--- src/rtl/sub_pkg.sv ---
// Shared constants for the registered sign-magnitude subtractor.
package sub_pkg;

  // Default operand / result width in bits.
  localparam int WIDTH_DEF = 4;

endpackage : sub_pkg

--- src/rtl/sub_borrow_chain.sv ---
// Combinational ripple-borrow subtractor: {diff} = A - B, borrow_out = (A < B).
import sub_pkg::*;

module sub_borrow_chain #(
  parameter int WIDTH = WIDTH_DEF
) (
  input  logic [WIDTH-1:0] A,
  input  logic [WIDTH-1:0] B,
  output logic [WIDTH-1:0] diff,
  output logic             borrow_out
);

  // borrow[i] is the borrow into bit i; no borrow enters the LSB.
  logic [WIDTH:0] borrow;

  assign borrow[0] = 1'b0;

  // One full subtractor per bit, borrow rippling towards the MSB.
  for (genvar i = 0; i < WIDTH; i++) begin : g_bit
    assign diff[i]     = A[i] ^ B[i] ^ borrow[i];
    assign borrow[i+1] = (~A[i] & B[i]) | (~(A[i] ^ B[i]) & borrow[i]);
  end

  // Borrow out of the MSB is bit WIDTH of {1'b0,A} - {1'b0,B}, i.e. the sign.
  assign borrow_out = borrow[WIDTH];

endmodule : sub_borrow_chain

--- src/rtl/sub.sv ---
// Registered unsigned subtractor producing sign (buho) and magnitude (sum).
import sub_pkg::*;

module sub #(
  parameter int WIDTH = WIDTH_DEF
) (
  input  logic             clk,
  input  logic             n_rst,
  input  logic [WIDTH-1:0] A,
  input  logic [WIDTH-1:0] B,
  input  logic             start,
  output logic             buho,
  output logic [WIDTH-1:0] sum
);

  logic [WIDTH-1:0] diff;
  logic             borrow_out;
  logic [WIDTH-1:0] mag;

  sub_borrow_chain #(
    .WIDTH(WIDTH)
  ) u_chain (
    .A         (A),
    .B         (B),
    .diff      (diff),
    .borrow_out(borrow_out)
  );

  // A negative raw difference is turned into its magnitude by two's-complement
  // negation; |A-B| always fits in WIDTH bits so no overflow handling is needed.
  assign mag = borrow_out ? (~diff + WIDTH'(1)) : diff;

  // Output registers: cleared asynchronously, loaded only on enabled edges.
  always_ff @(posedge clk or negedge n_rst) begin
    if (!n_rst) begin
      buho <= 1'b0;
      sum  <= '0;
    end else if (start) begin
      buho <= borrow_out;
      sum  <= mag;
    end
  end

endmodule : sub

--- config.mk ---
export PLATFORM = sky130hd
export DESIGN_NAME = sub
export DESIGN_NICKNAME = d
export VERILOG_FILES = /design/src/rtl/sub_pkg.sv /design/src/rtl/sub_borrow_chain.sv /design/src/rtl/sub.sv
export SDC_FILE = /design/constraint.sdc
export NUM_CORES = 1
export LEC_CHECK = 0
export ABC_AREA = 1
export BUFFER_PORTS_ARGS = -buffer_cell sky130_fd_sc_hd__buf_2
export CORE_AREA = 3 3 40 42
export DETAILED_ROUTE_END_ITERATION = 10
export DIE_AREA = 0 0 43 45
export SYNTH_ARGS = -nofsm -noshare
export SYNTH_HDL_FRONTEND = slang
export SYNTH_SLANG_ARGS = --single-unit
--- constraint.sdc ---
create_clock -name clk -period 1 [get_ports clk]
set_clock_uncertainty 0.2 [all_clocks]
set_input_delay 0 -clock clk [delete_from_list [all_inputs] [get_ports clk]]
set_output_delay 0 -clock clk [all_outputs]
set_load 0.01 [all_outputs]
### Word-level counts from Yosys, hierarchy flattened

Cells that the tools add are included.

* register bits after elaboration: 5
* input port bits: 11
* output and inout port bits: 5
* logic and storage cells: 29

* add/sub/neg operators: 1
* mux-type cells: 1
* bitwise operators: 25

Operators by type and width (number)
* $and 1x1->1: 7
* $not 1->1: 7
* $xor 1x1->1: 7
* $add 4x1->4 const B: 1
* $mux 4: 1
* $not 4->4: 1
* $or 1x1->1: 3

### Depth between registers and ports, before layout

Gate-level depths: netlist of the first run.

* depth after elaboration: 10
* depth in mapped cells: 11
* depth with buffers taken out: 11

### Cells and area by module

From an unflattened synthesis of the first run, not the netlist that was laid out.

* cell total of the unflattened synthesis: 46
* area, all modules: 357.8 um2

By module, submodules not included
* sub: times used 1, cells each 32, area each 247.7 um2, seq. area each 125.1 um2
* sub_borrow_chain: times used 1, cells each 14, area each 110.1 um2, seq. area each 0.0 um2

### Worst setup path after synthesis of the first run

OpenSTA, ideal clock, no wires.

* path type: input -> register
* start: input port A[0]
* end: register sum[3]
* library setup time: 0.117 ns
* data arrival time: 1.614 ns
* required time: 0.683 ns
* setup slack: -0.932 ns
* cell stages on the path: 10
* path buffers: 0
* path through: inv_1 > ha_1 > fa_1 > fa_1 > inv_1 > fa_1 > inv_1 > nand2_1 > nand3_1 > nand2_1

* longest elaborated chain between the ends: 10
* elaborated cells between the ends (all ways): 15
* classes of those cells: add/sub (1); mux (1); bitwise (13)

Ends and longest elaborated chain
* start: declaration: line sub.sv:9 `input logic [WIDTH-1:0] A,`
* $not 1->1: line sub_borrow_chain.sv:21 `assign borrow[i+1] = (~A[i] & B[i]) | (~(A[i] ^ B[i]) & borrow[i]);`
* $and 1x1->1 (2 in a row): line sub_borrow_chain.sv:21
* $or 1x1->1: line sub_borrow_chain.sv:21
* $and 1x1->1: line sub_borrow_chain.sv:21
* $or 1x1->1: line sub_borrow_chain.sv:21
* $xor 1x1->1: line sub_borrow_chain.sv:20 `assign diff[i] = A[i] ^ B[i] ^ borrow[i];`
* $not 4->4: line sub.sv:31 `assign mag = borrow_out ? (~diff + WIDTH'(1)) : diff;`
* $add 4x1->4: line sub.sv:31
* $mux 4 *: line sub.sv:31
* end signal: assignment: line sub.sv:40 `sum <= mag;`
* end: declaration: line sub.sv:13 `output logic [WIDTH-1:0] sum`

Mark *: on every way between the ends. The rest lies on a longest branch, timed or not.
A chain may end at the register's enable or synchronous reset.

### Final worst setup path of the first run

Ends and elaborated chain as after synthesis.

==> results.cfg, run 1 <==
[outcome]
status = finished, violations left
failed_checks = hold timing, setup timing

[synthesis]
ys.flop_type = dfrtp_1
syn_area_um2 = 331.6
synth_area_leaders = dfrtp_1, fa_1, nand2_1, inv_1, ha_1
syn-num-nets = 54
ys_ff_latch = 5
synth_simple_gate_area_share_pct = 18.87
ys_seq_area_share_pct = 37.74
syn-mean-instance-area_um2 = 8.725
synthArstFlopShare_pct = 100.0
synthCells = 38
synth-edff-count = 0
synthAdderAreaFrac_pct = 25.66
synth_most_common_cell = nand2_1
synth-compound-area-share_pct = 6.038
synth.distinct_cells = 12
synthTopCellsByCount = nand2_1, inv_1, dfrtp_1
synthXorXnorAreaFrac_pct = 2.642
synth.yosys.warnings = 0
synth.area.mux_share_pct = 0
synth.top_cell.area_share_pct = 37.74
synth_top_family_by_area = adder cells
synth_top_area_cell = dfrtp_1

[critical_path]
endpoint = sum[3]
startpoint_type = primary input
worstRegToRegCells = 2
crit_arrival_ns = 1.62
rrSetupSlack_ns = 0.19
worst_path_max_delay_cell = fa_2
cpPeakStageDelay_ns = 0.43
timing.rr.start = sum[2]
crit_path_max_fanout = 2
cp_cell_sequence = buf_8 > inv_8 > ha_4 > fa_2 > fa_2 > inv_2 > fa_2 > inv_2 > nand2_1 > nand3_1 > nand2_1
cpMostUsedCell = fa_2
crit_path_end_kind = flop
worstSetupStartpoint = A[0]
reg2reg_to = sum[2]
criticalPathCategory = primary input to flop
worst_ep_required_time_ns = 0.93

[global_routing]
overflow = 0
grt_antenna_before_repair = 0
grt_pass1_vias = 306
grt.total_usage_pct = 9.137
grt_max_degree = 9
grt_pass1_wl_mm = 1.200

[clocking]
clk_latency_ns = 0.24
cts_hold_buf = 2
cts_made_buffers = 3
cts.clk_slew.worst_paths_ns = 0.04
cts_tree = done
cts_setup_buffers = 0
cts_root_buffer = clkbuf_4
clock_sinks = 5
cts.path.max_buffers = 2
cts_max_level = 1

[placed_design]
io_buffer_count = 15
place_congestion = 0.6478
place_area_um2 = 465.4

[sta]
period_share_pct = 168.6
fin_setup_tns_ns = -2.251
drv_slew = 0
slew_headroom_pct = 91.06
setup_viol = 4
tightestPinTransition_ns = 0.1327
fmax_ghz = 0.5930
rsz0062_at_grt = true
fin_hold_ws_ns = -0.1808
post-route-min-period_ns = 1.686
hold_viol_final = 5
setup_slack_ns = -0.6863

[routing]
drc_errors = 0
first_pass_iters = 4
ant_nets = 0
via_per_inst = 4.355
wl_per_cell_um = 9.368
drtIter0Drc = 8
wirelength_um = 712
num_vias = 331

[cells_and_area]
nFillCells = 141
multi_input_area_um2 = 203.9
final_util_pct = 42.36
final_layout_size_suffix_gt1_share_pct = 50.82
n_antenna_cell = 0
area_growth_pct = 64.15
design_area_um2 = 544.3
seq_area_um2 = 125.1
nNetsFinal = 78

[floorplan]
dieHeight_um = 45
core_area_um2 = 1285
dieArea_um2 = 1935
io_pins = 16
std_cell_rows = 13
die_w_um = 43
initial_core_util_pct = 25.80

[min_path]
hold_path_class = primary input to flop

[run]
max-cap-violations = 0

[power]
power_density_nw_per_um2 = 1407
power.leakage_uw = 0.0002843
power_uw = 765.7
peakVddDrop_mv = 0.4881
## report_power, final
part | switching (uW) | internal, uW
clock | 81.1 | 151
combinational | 135 | 142
sequential | 17.3 | 240
## metal layers
layer | wire [um] | track usage [%]
met4 | 34 | 9.036
met3 | 54 | 4.382
met5 | 0 | 0
met2 | 372 | 14.07
met1 | 250 | 8.845
## kinds of logic (layout without fill, tap and decap cells)
logic type      count (synthesis)  count (layout)
fa+ha+maj                       5               5
flops                           5               5
xor+xnor                        1               1
compound gates                  4               4
simple gates                   15              15
buf+inv                         8              31
## what timing repair did
item,CTS,global route
pin swaps,6,3
gates resized for setup,4,7
setup endpoints to repair,4,9
cloned,0,0
endpoints found under the hold margin,10,5
## stage by stage
stage,std cells,setup WS [ns]
after floorplan,38,-0.8419
after global placement,70,-1.033
after detailed placement,70,-1.053
after CTS,76,-0.6856
after global routing,76,-0.7365
final,76,-0.6863
## worst max-delay path: cells and delay by family
family	cells	cell delay, ns
adders and majority gates	4	1.24
buffers and inverters	4	0.22
and+or+nand+nor	3	0.15
## how the worst min path moves through the flow
stage | start | end | slack (ns) | depth (start not counted)
final | start | sum[2] | -0.18 | 3
after global routing | start | sum[3] | -0.17 | 3
after CTS | start | sum[2] | -0.18 | 3
after detailed placement | n_rst | sum[0] | -0.38 | 1
after global placement | n_rst | sum[2] | -0.38 | 1
after floorplan | n_rst | buho | -0.50 | 0
## registers in the layout (all words and copies together), names as in the netlist
register and flops:
sum 4, buho 1
## cells in the final DEF (no fill, tap or decap)
cell type / n
buf_2: 12
nand2_1: 11
dfrtp_1: 5
inv_1: 4
inv_2: 3
nand3_1: 3
fa_2: 3
clkbuf_4: 3
dlygate4sd3_1: 2
buf_6: 2
buf_4: 2
inv_8: 1
nor2_2: 1
xnor2_1: 1
a21oi_2: 1
o21ai_1: 1
o21ai_0: 1
o21ai_2: 1
ha_1: 1
ha_4: 1
clkbuf_1: 1
buf_8: 1
## final cells by class
cell class / count / share of cell area (%)
Tap cell: 15 / 3.448
Timing Repair Buffer: 19 / 24.37
Inverter: 8 / 6.897
Clock buffer: 4 / 4.828
Multi-Input combinational cell: 25 / 37.47
Sequential cell: 5 / 22.99
Note: power is estimated with default switching activity, not from simulation.
==> inputs of run 2 (changes only) <==
Settings changed: PLACE_DENSITY_LB_ADDON set to 0.12.
==> run 2 against run 1 <==
Power decreased by 1.5%. Largest cell class unchanged. First-iteration DRC count fell by 100%. Largest power group unchanged. The run still ends with hold timing, setup timing left. Cell count is 1.3% higher. Via count shrank 7.3%. Clock-buffer cell count unchanged.
==> results.cfg, run 2 (same netlist as run 1, synthesis figures left out) <==
[outcome]
status = finished, violations left
failed_checks = hold timing, setup timing

[clocking]
cts_made_buffers = 3
cts.path.max_buffers = 2
cts_tree = done
cts_root_buffer = clkbuf_4
cts_max_level = 1
clk_latency_ns = 0.23
cts.clk_slew.worst_paths_ns = 0.05
clock_sinks = 5

[floorplan]
io_pins = 16
core_area_um2 = 1285
dieHeight_um = 45
initial_core_util_pct = 25.80
die_w_um = 43
dieArea_um2 = 1935
std_cell_rows = 13

[cells_and_area]
top_regs = sum (4), buho (1)
area_growth_pct = 64.53
nNetsFinal = 79
n_antenna_cell = 0
final_layout_size_suffix_gt1_share_pct = 45.16
top_register = sum
largest_register_ffs = 4
design_area_um2 = 545.5
seq_area_um2 = 125.1
nFillCells = 140
layout_commonest_cell = buf_2
multi_input_area_um2 = 198.9
final_cell_mix = buf_2, nand2_1, inv_1, dfrtp_1, clkbuf_4

[routing]
first_pass_iters = 1
wl_per_cell_um = 9.104
wirelength_um = 701
ant_nets = 0
drc_errors = 0
num_vias = 307
drtIter0Drc = 0
via_per_inst = 3.987

[sta]
tightestPinTransition_ns = 0.2064
setup_viol = 4
period_share_pct = 167.5
post-route-min-period_ns = 1.675
setup_slack_ns = -0.6747
fmax_ghz = 0.5971
hold_viol_final = 1
rsz0062_at_grt = true
slew_headroom_pct = 86.20
fin_hold_ws_ns = -0.1102
drv_slew = 0

[global_routing]
grt_pass1_vias = 297
grt_max_degree = 9
overflow = 0
grt_antenna_before_repair = 0
grt.total_usage_pct = 8.900
grt_pass1_wl_mm = 1.193

[placed_design]
place_area_um2 = 465.4
place_congestion = 0.6419
io_buffer_count = 15

[min_path]
min-delay-start = B[0]
hold_path_class = primary input to flop

[critical_path]
crit_arrival_ns = 1.61
startpoint_type = primary input
worst_ep_required_time_ns = 0.93
criticalPathCategory = primary input to flop
crit_path_max_fanout = 2
crit_path_end_kind = flop
timing.rr.start = buho
worstSetupStartpoint = A[0]

[power]
power_uw = 754.1
power.leakage_uw = 0.0002894
peakVddDrop_mv = 0.3777
power_density_nw_per_um2 = 1382

[run]
max-cap-violations = 0
[run 2: area by class of cell]
type | count | area share (%)
timing repair buffer | 20 | 25.46
multi-input combinational | 25 | 36.47
tap | 15 | 3.440
inverter | 8 | 6.881
sequential | 5 | 22.94
clock buffer | 4 | 4.817
[run 2: worst max-delay path, stage by stage]
cell	delay, ns
buf_8	0.08
inv_8	0.03
ha_4	0.14
fa_2	0.33
fa_2	0.34
inv_2	0.06
fa_1	0.41
inv_1	0.06
nand2_1	0.05
nand3_2	0.05
nand2_1	0.04
[run 2: final timing paths]
kind	to	slack (ns)	depth (start not counted)
max	sum[3]	-0.67	11
min	sum[0]	-0.11	3
max reg2reg	buho	0.18	2
min reg2reg	sum[3]	0.27	2
max in group asynchronous	sum[0]	0.03	3
min in group asynchronous	buho	0.46	3
[run 2: repair_timing]
item                                   4_1_cts  5_1_grt
gates cloned                                 0        0
endpoints found under the hold margin       10        5
buffers inserted                             0        0
setup endpoints to repair                    4        6
hold buffers                                 2        1
pin swaps                                    6        0
gates resized for setup                      4        2
[run 2: stage by stage]
step / worst slack [ns] / std cells / util, % / TNS [ns]
after floorplan: -0.8419 / 38 / - / -2.833
after global placement: -1.036 / 70 / 36.22 / -3.775
after detailed placement: -1.051 / 70 / 36.22 / -3.827
after CTS: -0.6850 / 76 / 41.09 / -2.360
final: -0.6747 / 77 / 42.45 / -2.323
after global routing: -0.7291 / 77 / 42.45 / -2.672
[run 2: per-layer routing]
layer	part of all wire (%)	wire (um)	global-route usage, %
met5	0	0	0
met1	45	314	10.12
met3	11	74	3.586
met4	0	0	7.229
met2	45	313	13.17
[run 2: power breakdown]
part / switching (uW) / internal (uW) / total, uW / leakage, uW
clock: 78.4 / 151 / 229 / 0.0000150
sequential: 18.1 / 240 / 258 / 0.0000606
combinational: 130 / 137 / 267 / 0.000214
total: 227 / 527 / 754 / 0.000289
